### config.mk
export PLATFORM = sky130hd
export DESIGN_NAME = alu_exec_unit
export DESIGN_NICKNAME = d
export VERILOG_FILES = /design/src/rtl/alu_exec_unit.sv
export SDC_FILE = /design/constraint.sdc
export NUM_CORES = 1
export LEC_CHECK = 0
export CAP_MARGIN = 10
export CORE_ASPECT_RATIO = 1.4
export CORE_UTILIZATION = 35
export CTS_BUF_LIST = sky130_fd_sc_hd__clkbuf_4
export DETAILED_ROUTE_END_ITERATION = 10
export PLACE_DENSITY = 0.6
export SLEW_MARGIN = 10
export SYNTH_ARGS = -nofsm -noshare
export SYNTH_HDL_FRONTEND = slang
export SYNTH_SLANG_ARGS = --single-unit
### constraint.sdc
create_clock -name clk -period 9.02 [get_ports clk]
set_input_delay 2.255 -clock clk [delete_from_list [all_inputs] [get_ports clk]]
set_output_delay 2.255 -clock clk [all_outputs]
set_load 0.03 [all_outputs]
### src/rtl/alu_exec_unit.sv
`default_nettype none
// ============================================================================
// Module   : alu_exec_unit
// Purpose  : Execute-stage ALU for an RV32I/RV64I core. It decodes ALUOp,
//            funct3, funct7 bits 30/25 and opcode bit 5. It computes the base
//            integer ALU set with one cycle of latency. With ALU_MEXT_EN
//            defined, it also runs the M-extension multiply/divide set on an
//            iterative one-bit-per-cycle datapath.
// Ports    : clk, rst            - clock, synchronous active-high reset
//            in_valid/in_ready   - operand/opcode bundle handshake
//            ALUOp, funct3, funct7_5, funct7_0, op_5 - decode fields
//            srcA, srcB          - XLEN-bit operands
//            result, zero, illegal, out_valid/out_ready - registered output
//            busy                - iterative operation in progress
// Config   : ALU_MEXT_EN - compiles in the M-extension FSM and datapath.
//            Without it, an M encoding completes as illegal with result 0.
// Revision : 1.0 - initial release
// ============================================================================
module alu_exec_unit #(
    parameter int XLEN = 32
) (
    input  logic            clk,
    input  logic            rst,
    input  logic            in_valid,
    output logic            in_ready,
    input  logic [1:0]      ALUOp,
    input  logic [2:0]      funct3,
    input  logic            funct7_5,
    input  logic            funct7_0,
    input  logic            op_5,
    input  logic [XLEN-1:0] srcA,
    input  logic [XLEN-1:0] srcB,
    output logic [XLEN-1:0] result,
    output logic            zero,
    output logic            illegal,
    output logic            out_valid,
    input  logic            out_ready,
    output logic            busy
);

    localparam int c_SHW = $clog2(XLEN);

    logic [XLEN-1:0]        r_result;
    logic                   r_zero;
    logic                   r_illegal;
    logic                   r_out_valid;

    logic                   w_busy;
    logic                   w_accept;
    logic                   w_is_m;
    logic                   w_m_path;
    logic                   w_base_ill;
    logic [c_SHW-1:0]       w_shamt;
    logic signed [XLEN-1:0] w_sra;
    logic [XLEN-1:0]        w_base_result;
    logic [XLEN-1:0]        w_base_out;

    assign w_is_m   = (ALUOp == 2'b10) && op_5 && funct7_0;
    assign in_ready = !w_busy && (!r_out_valid || out_ready);
    assign w_accept = in_valid && in_ready;
    assign w_shamt  = srcB[c_SHW-1:0];
    // Kept in its own signed wire so the shift stays arithmetic.
    // Mixing it with unsigned operands in the mux would turn it logical.
    assign w_sra    = $signed(srcA) >>> w_shamt;

    always_comb begin
        w_base_result = srcA + srcB;
        case (ALUOp)
            2'b01: w_base_result = srcA - srcB;
            2'b10: begin
                case (funct3)
                    3'b000: w_base_result = (op_5 && funct7_5) ? (srcA - srcB) : (srcA + srcB);
                    3'b001: w_base_result = srcA << w_shamt;
                    3'b010: w_base_result = {{(XLEN-1){1'b0}}, ($signed(srcA) < $signed(srcB))};
                    3'b011: w_base_result = {{(XLEN-1){1'b0}}, (srcA < srcB)};
                    3'b100: w_base_result = srcA ^ srcB;
                    3'b101: w_base_result = funct7_5 ? $unsigned(w_sra) : (srcA >> w_shamt);
                    3'b110: w_base_result = srcA | srcB;
                    default: w_base_result = srcA & srcB;
                endcase
            end
            default: w_base_result = srcA + srcB;
        endcase
    end

`ifdef ALU_MEXT_EN
    // ------------------------------------------------------------------
    // Iterative multiply / divide
    // ------------------------------------------------------------------
    localparam logic [1:0]       c_S_IDLE   = 2'd0;
    localparam logic [1:0]       c_S_LOAD   = 2'd1;
    localparam logic [1:0]       c_S_ITER   = 2'd2;
    localparam logic [1:0]       c_S_FIX    = 2'd3;
    localparam logic [c_SHW-1:0] c_CNT_LAST = {c_SHW{1'b1}};   // XLEN-1, XLEN is a power of two

    logic [1:0]          r_state;
    logic [1:0]          w_state_next;
    logic [2:0]          r_op;
    logic [XLEN-1:0]     r_a;
    logic [XLEN-1:0]     r_b;
    logic [XLEN-1:0]     r_mcand;       // multiplicand or divisor magnitude
    logic [2*XLEN-1:0]   r_prod;        // mul: {acc, multiplier}; div: {rem, dividend/quotient}
    logic [c_SHW-1:0]    r_cnt;
    logic                r_neg_q;       // negate product / quotient at the end
    logic                r_neg_r;       // negate remainder at the end

    logic                w_sgn_a;
    logic                w_sgn_b;
    logic                w_neg_a;
    logic                w_neg_b;
    logic [XLEN-1:0]     w_mag_a;
    logic [XLEN-1:0]     w_mag_b;
    logic [XLEN:0]       w_mul_sum;
    logic [2*XLEN-1:0]   w_mul_step;
    logic [XLEN:0]       w_div_shift;
    logic                w_div_ge;
    logic [XLEN-1:0]     w_div_diff;
    logic [2*XLEN-1:0]   w_div_step;
    logic [2*XLEN-1:0]   w_prod_s;
    logic [XLEN-1:0]     w_quo;
    logic [XLEN-1:0]     w_rem;
    logic [XLEN-1:0]     w_m_result;

    assign w_m_path   = w_is_m;
    assign w_base_ill = 1'b0;
    assign w_busy     = (r_state != c_S_IDLE);

    always_ff @(posedge clk) begin
        if (rst) begin
            r_state <= c_S_IDLE;
        end else begin
            r_state <= w_state_next;
        end
    end

    always_comb begin
        w_state_next = r_state;
        case (r_state)
            c_S_IDLE: if (w_accept && w_is_m) w_state_next = c_S_LOAD;
            c_S_LOAD: w_state_next = c_S_ITER;
            c_S_ITER: if (r_cnt == c_CNT_LAST) w_state_next = c_S_FIX;
            default:  w_state_next = c_S_IDLE;
        endcase
    end

    // Unsigned operands: MULHU/DIVU/REMU for A; those plus MULHSU for B.
    assign w_sgn_a = (r_op != 3'b011) && (r_op != 3'b101) && (r_op != 3'b111);
    assign w_sgn_b = w_sgn_a && (r_op != 3'b010);
    assign w_neg_a = w_sgn_a && r_a[XLEN-1];
    assign w_neg_b = w_sgn_b && r_b[XLEN-1];
    assign w_mag_a = w_neg_a ? (-r_a) : r_a;
    assign w_mag_b = w_neg_b ? (-r_b) : r_b;

    // Shift-add: add the multiplicand into the upper half when the current
    // multiplier LSB is set, then shift the whole product right by one.
    assign w_mul_sum  = {1'b0, r_prod[2*XLEN-1:XLEN]} + (r_prod[0] ? {1'b0, r_mcand} : '0);
    assign w_mul_step = {w_mul_sum, r_prod[XLEN-1:1]};

    // Restoring divide: shift the next dividend bit into the partial
    // remainder. Subtract when it fits, and shift the quotient bit in at
    // the bottom. A zero divisor always "fits", which yields the all-ones
    // quotient and leaves the dividend as the remainder.
    assign w_div_shift = r_prod[2*XLEN-1:XLEN-1];
    assign w_div_ge    = (w_div_shift >= {1'b0, r_mcand});
    assign w_div_diff  = w_div_shift[XLEN-1:0] - r_mcand;
    assign w_div_step  = {(w_div_ge ? w_div_diff : w_div_shift[XLEN-1:0]), r_prod[XLEN-2:0], w_div_ge};

    always_ff @(posedge clk) begin
        if (rst) begin
            r_op    <= '0;
            r_a     <= '0;
            r_b     <= '0;
            r_mcand <= '0;
            r_prod  <= '0;
            r_cnt   <= '0;
            r_neg_q <= 1'b0;
            r_neg_r <= 1'b0;
        end else begin
            case (r_state)
                c_S_IDLE: begin
                    if (w_accept && w_is_m) begin
                        r_op <= funct3;
                        r_a  <= srcA;
                        r_b  <= srcB;
                    end
                end
                c_S_LOAD: begin
                    r_cnt   <= '0;
                    r_neg_r <= w_neg_a;
                    if (r_op[2]) begin
                        // Quotient keeps its sign only for a non-zero divisor.
                        r_neg_q <= (w_neg_a ^ w_neg_b) && (r_b != '0);
                        r_prod  <= {{XLEN{1'b0}}, w_mag_a};
                        r_mcand <= w_mag_b;
                    end else begin
                        r_neg_q <= w_neg_a ^ w_neg_b;
                        r_prod  <= {{XLEN{1'b0}}, w_mag_b};
                        r_mcand <= w_mag_a;
                    end
                end
                c_S_ITER: begin
                    r_cnt  <= r_cnt + c_SHW'(1);
                    r_prod <= r_op[2] ? w_div_step : w_mul_step;
                end
                default: ;
            endcase
        end
    end

    assign w_prod_s = r_neg_q ? (-r_prod) : r_prod;
    assign w_quo    = r_prod[XLEN-1:0];
    assign w_rem    = r_prod[2*XLEN-1:XLEN];

    always_comb begin
        w_m_result = w_prod_s[XLEN-1:0];
        case (r_op)
            3'b000:          w_m_result = w_prod_s[XLEN-1:0];
            3'b001, 3'b010,
            3'b011:          w_m_result = w_prod_s[2*XLEN-1:XLEN];
            3'b100, 3'b101:  w_m_result = r_neg_q ? (-w_quo) : w_quo;
            default:         w_m_result = r_neg_r ? (-w_rem) : w_rem;
        endcase
    end
`else
    // No multiply/divide hardware: an M encoding finishes as a base op.
    assign w_m_path   = 1'b0;
    assign w_base_ill = w_is_m;
    assign w_busy     = 1'b0;
`endif

    assign w_base_out = w_base_ill ? '0 : w_base_result;

    // Output register. An accept is only possible when the slot is empty or
    // being retired this cycle. The FIX write cannot collide with unconsumed
    // data, because out_valid was cleared when the M op was accepted.
    always_ff @(posedge clk) begin
        if (rst) begin
            r_result    <= '0;
            r_zero      <= 1'b0;
            r_illegal   <= 1'b0;
            r_out_valid <= 1'b0;
        end else if (w_accept && !w_m_path) begin
            r_result    <= w_base_out;
            r_zero      <= (w_base_out == '0);
            r_illegal   <= w_base_ill;
            r_out_valid <= 1'b1;
        end
`ifdef ALU_MEXT_EN
        else if (r_state == c_S_FIX) begin
            r_result    <= w_m_result;
            r_zero      <= (w_m_result == '0);
            r_illegal   <= 1'b0;
            r_out_valid <= 1'b1;
        end
`endif
        else if (out_ready) begin
            r_out_valid <= 1'b0;
        end
    end

    assign result    = r_result;
    assign zero      = r_zero;
    assign illegal   = r_illegal;
    assign out_valid = r_out_valid;
    assign busy      = w_busy;

endmodule
`default_nettype wire

==> results_dict.tcl <==
set metrics [dict create \
    status "complete, no violations" \
    muxShareOfSynthArea_pct 16.6 \
    met3_usage_pct 3.52 \
    grt_antenna_before_repair 0 \
    synth.distinct_cells 104 \
    fp.dieW_um 161 \
    synth_fp_nets 1928 \
    synthFlopType "dfxtp_1" \
    postPlaceCellArea_um2 13700 \
    postSynthCellCount 1751 \
    worstPathCellList "clkdlybuf4s50_1, clkinv_1, ha_1, a21o_1, a221oi_2, o221ai_1, a221oi_2, a41oi_1, o311ai_0, a31oi_1, nor4_1, o2111ai_1, nor4_1, nand2_1, nand2_1" \
    port_buffers 111 \
    post-route-min-period_ps 6730 \
    reg2reg_depth 7 \
    yosys_warnings 0 \
    finalHoldViolCount 0 \
    p_total_mw 1.26 \
    crit_fanout 10 \
    finish.instance_area_um2 13800 \
    cts_max_level 2 \
    switching_power_mw 0.713 \
    cp_top_family "compound AO/OA/AOI/OAI gates" \
    dieArea_um2 36100 \
    crit_path_end "zero" \
    period_share_pct 74.6 \
    cts.repair.resized 0 \
    cp-end-kind "flip-flop" \
    grt-ovfl-total 0 \
    root_buffer "clkbuf_4" \
    fmax_mhz 149 \
    setup_ws_ps 2290 \
    drt_first_pass_iters 6 \
    critPathKind "in2reg" \
    clkPwrFrac_pct 6.9 \
    synth_commonest_cells "nor2_1, nand2_1, a21oi_1, ha_1, inv_1" \
    multi_input_area_um2 10600 \
    met1_usage_pct 44.5 \
    yosys.area_share.xor_xnor_pct 3.11 \
    clock-sinks 35 \
    clk_latency_ps 360 \
    seqPwrFrac_pct 13.9 \
    power_density_nw_per_um2 91.3 \
    grtUsageMet2_pct 63.7 \
    fin_nets 1954 \
    core.rowCount 81 \
    ir_worst_vdd_v 0.000111 \
    synth-async-reset-ratio_pct 0 \
    dp.cells 2226 \
    clock_skew_ps 9.69 \
    switching_share_pct 56.7 \
    rsz0062_at_grt "false" \
    cp_num_buf_inv 2 \
    crit_start "srcB[4]" \
    area_growth_pct 11.5 \
    drive_gt1_share_pct 9.39 \
    ys_seq_area_share_pct 5.66 \
    slowest_delay_ps 630 \
    via_count 15000 \
    grt.busiest_layer "met2" \
    drtIter0Drc 1726 \
    clockBufferDepth 2 \
    p_int_mw 0.546 \
    r2r_end "zero" \
    start_kind "input pin" \
    slew_headroom_pct 3.05 \
    diodes 0 \
    track_usage_pct 37.5 \
    cts_buffers 5 \
    synth_edf_count 0 \
    wl_per_cell_um 30.9 \
    p_leak_nw 5.40 \
    synth.most_common_cell "nor2_1" \
    synth_top_family_by_area "compound AO/OA/AOI/OAI gates" \
    grt_pass1_wl_um 99700 \
    yosys_register_bits 35 \
    worstPathRequired_ps 9330 \
    synth_adder_area_share_pct 10.3 \
    holdBufCountCts 0 \
    finalMaxSlewViolations 0 \
    drc 0 \
    ios 113 \
    combPwrFrac_pct 79.2 \
    hold_start "result[21]" \
    hpwl_um 54700 \
    crit_arrival_ps 7040 \
    stdcell_count 2234 \
    synth-simple-area-share_pct 23.4 \
    synthDominantCellAreaShare_pct 10.0 \
    fin_tns_setup_ps 0 \
    syn_area_per_cell_um2 7.07 \
    grt_max_degree 63 \
    seq_area_um2 701 \
    hp-class "reg2reg" \
    coreArea_um2 34900 \
    cap_violations 0 \
    viasPerCell 6.72 \
    ant_nets 0 \
    setup_violations 0 \
    cts_tree "done" \
    worst_pin_slew_ps 1440 \
    worst-path-stages 15 \
    netlist_area_um2 12400 \
    initial_core_util_pct 35.5 \
    drt_wl_total_um 69100 \
    die_h_um 225 \
    slowest_stage "a221oi_2" \
    post-place-ws_ps 1950 \
    nFillCells 3799 \
    gp_congestion 1.06 \
    r2r_slack_ps 7160 \
    r2r_start "out_valid" \
    synthTopCellsByArea "ha_1, mux4_2, dfxtp_1" \
    synth_compound_area_share_pct 32.0 \
    yosys.area.top_type "ha_1" \
    clkSlewWorstSetupHoldPaths_ps 100 \
    cts_setup_buffers 0 \
    grt_pass1_vias 14300 \
]
-- area by class of cell --
class	instances	area share, %
Sequential cell	35	5.08
Timing Repair Buffer	161	10.7
Tap cell	456	4.14
Multi-Input combinational cell	1470	76.9
Clock buffer	5	0.272
Clock inverter	3	0.109
Inverter	104	2.83
-- power groups by stage --
stage	Sequential, mW	Combinational [mW]	Clock (mW)
CTS	0.175	0.966	0.0916
global placement	0.178	0.966	0
finish	0.175	0.997	0.0866
floorplan	0.205	0.586	0
detailed placement	0.179	0.962	0
global route	0.177	1.04	0.0953
-- layout by cell type, fill, tap and decap left out, types with 44 or more instances in the layout --
cell type,n
nand3_1,44
nor2_1,185
inv_1,99
clkdlybuf4s50_1,106
o21ai_0,89
nand2_1,167
a21oi_1,129
nand2b_1,45
buf_4,51
mux2i_1,69
ha_1,99
-- registers in the layout, indices dropped and copies added (netlist names) --
signal     cells
illegal        1
out_valid      1
result        32
zero           1
-- how the worst min path moves through the flow --
stage / end / slack, ps / depth (start not counted)
final: result[21] / 460 / 2
after floorplan: result[14] / 580 / 2
after detailed placement: result[16] / 450 / 2
after CTS: result[21] / 460 / 2
after global placement: result[14] / 440 / 2
after global routing: result[2] / 490 / 2
-- layer usage --
| layer | vias up | part of all wire, % |
|---|---|---|
| li1 | 6605 | - |
| met1 | 7282 | 38 |
| met2 | 909 | 47 |
| met3 | 226 | 6.5 |
| met4 | 0 | 7.8 |
| met5 | - | 0 |
-- stage by stage --
step,utilization [%],hold slack [ps]
2_1_floorplan,-,581
5_1_grt,39.6,488
4_1_cts,39.6,462
3_3_place_gp,39.4,442
3_5_place_dp,39.4,447
6_report,39.6,458
-- cells by family (layout without fill, tap and decap cells) --
logic type | after synthesis | count (layout)
buf+inv | 246 | 273
mux | 141 | 141
xor+xnor | 44 | 44
other cells | 1 | 1
simple gates | 612 | 612
compound gates | 571 | 571
flops | 35 | 35
fa+ha+maj | 101 | 101
-- worst min-delay path, cell delays in order (launching register included) --
cell and delay [ps]:
dfxtp_1 320, nand2_1 50, a21oi_1 50
(Power assumes the default switching activity.)
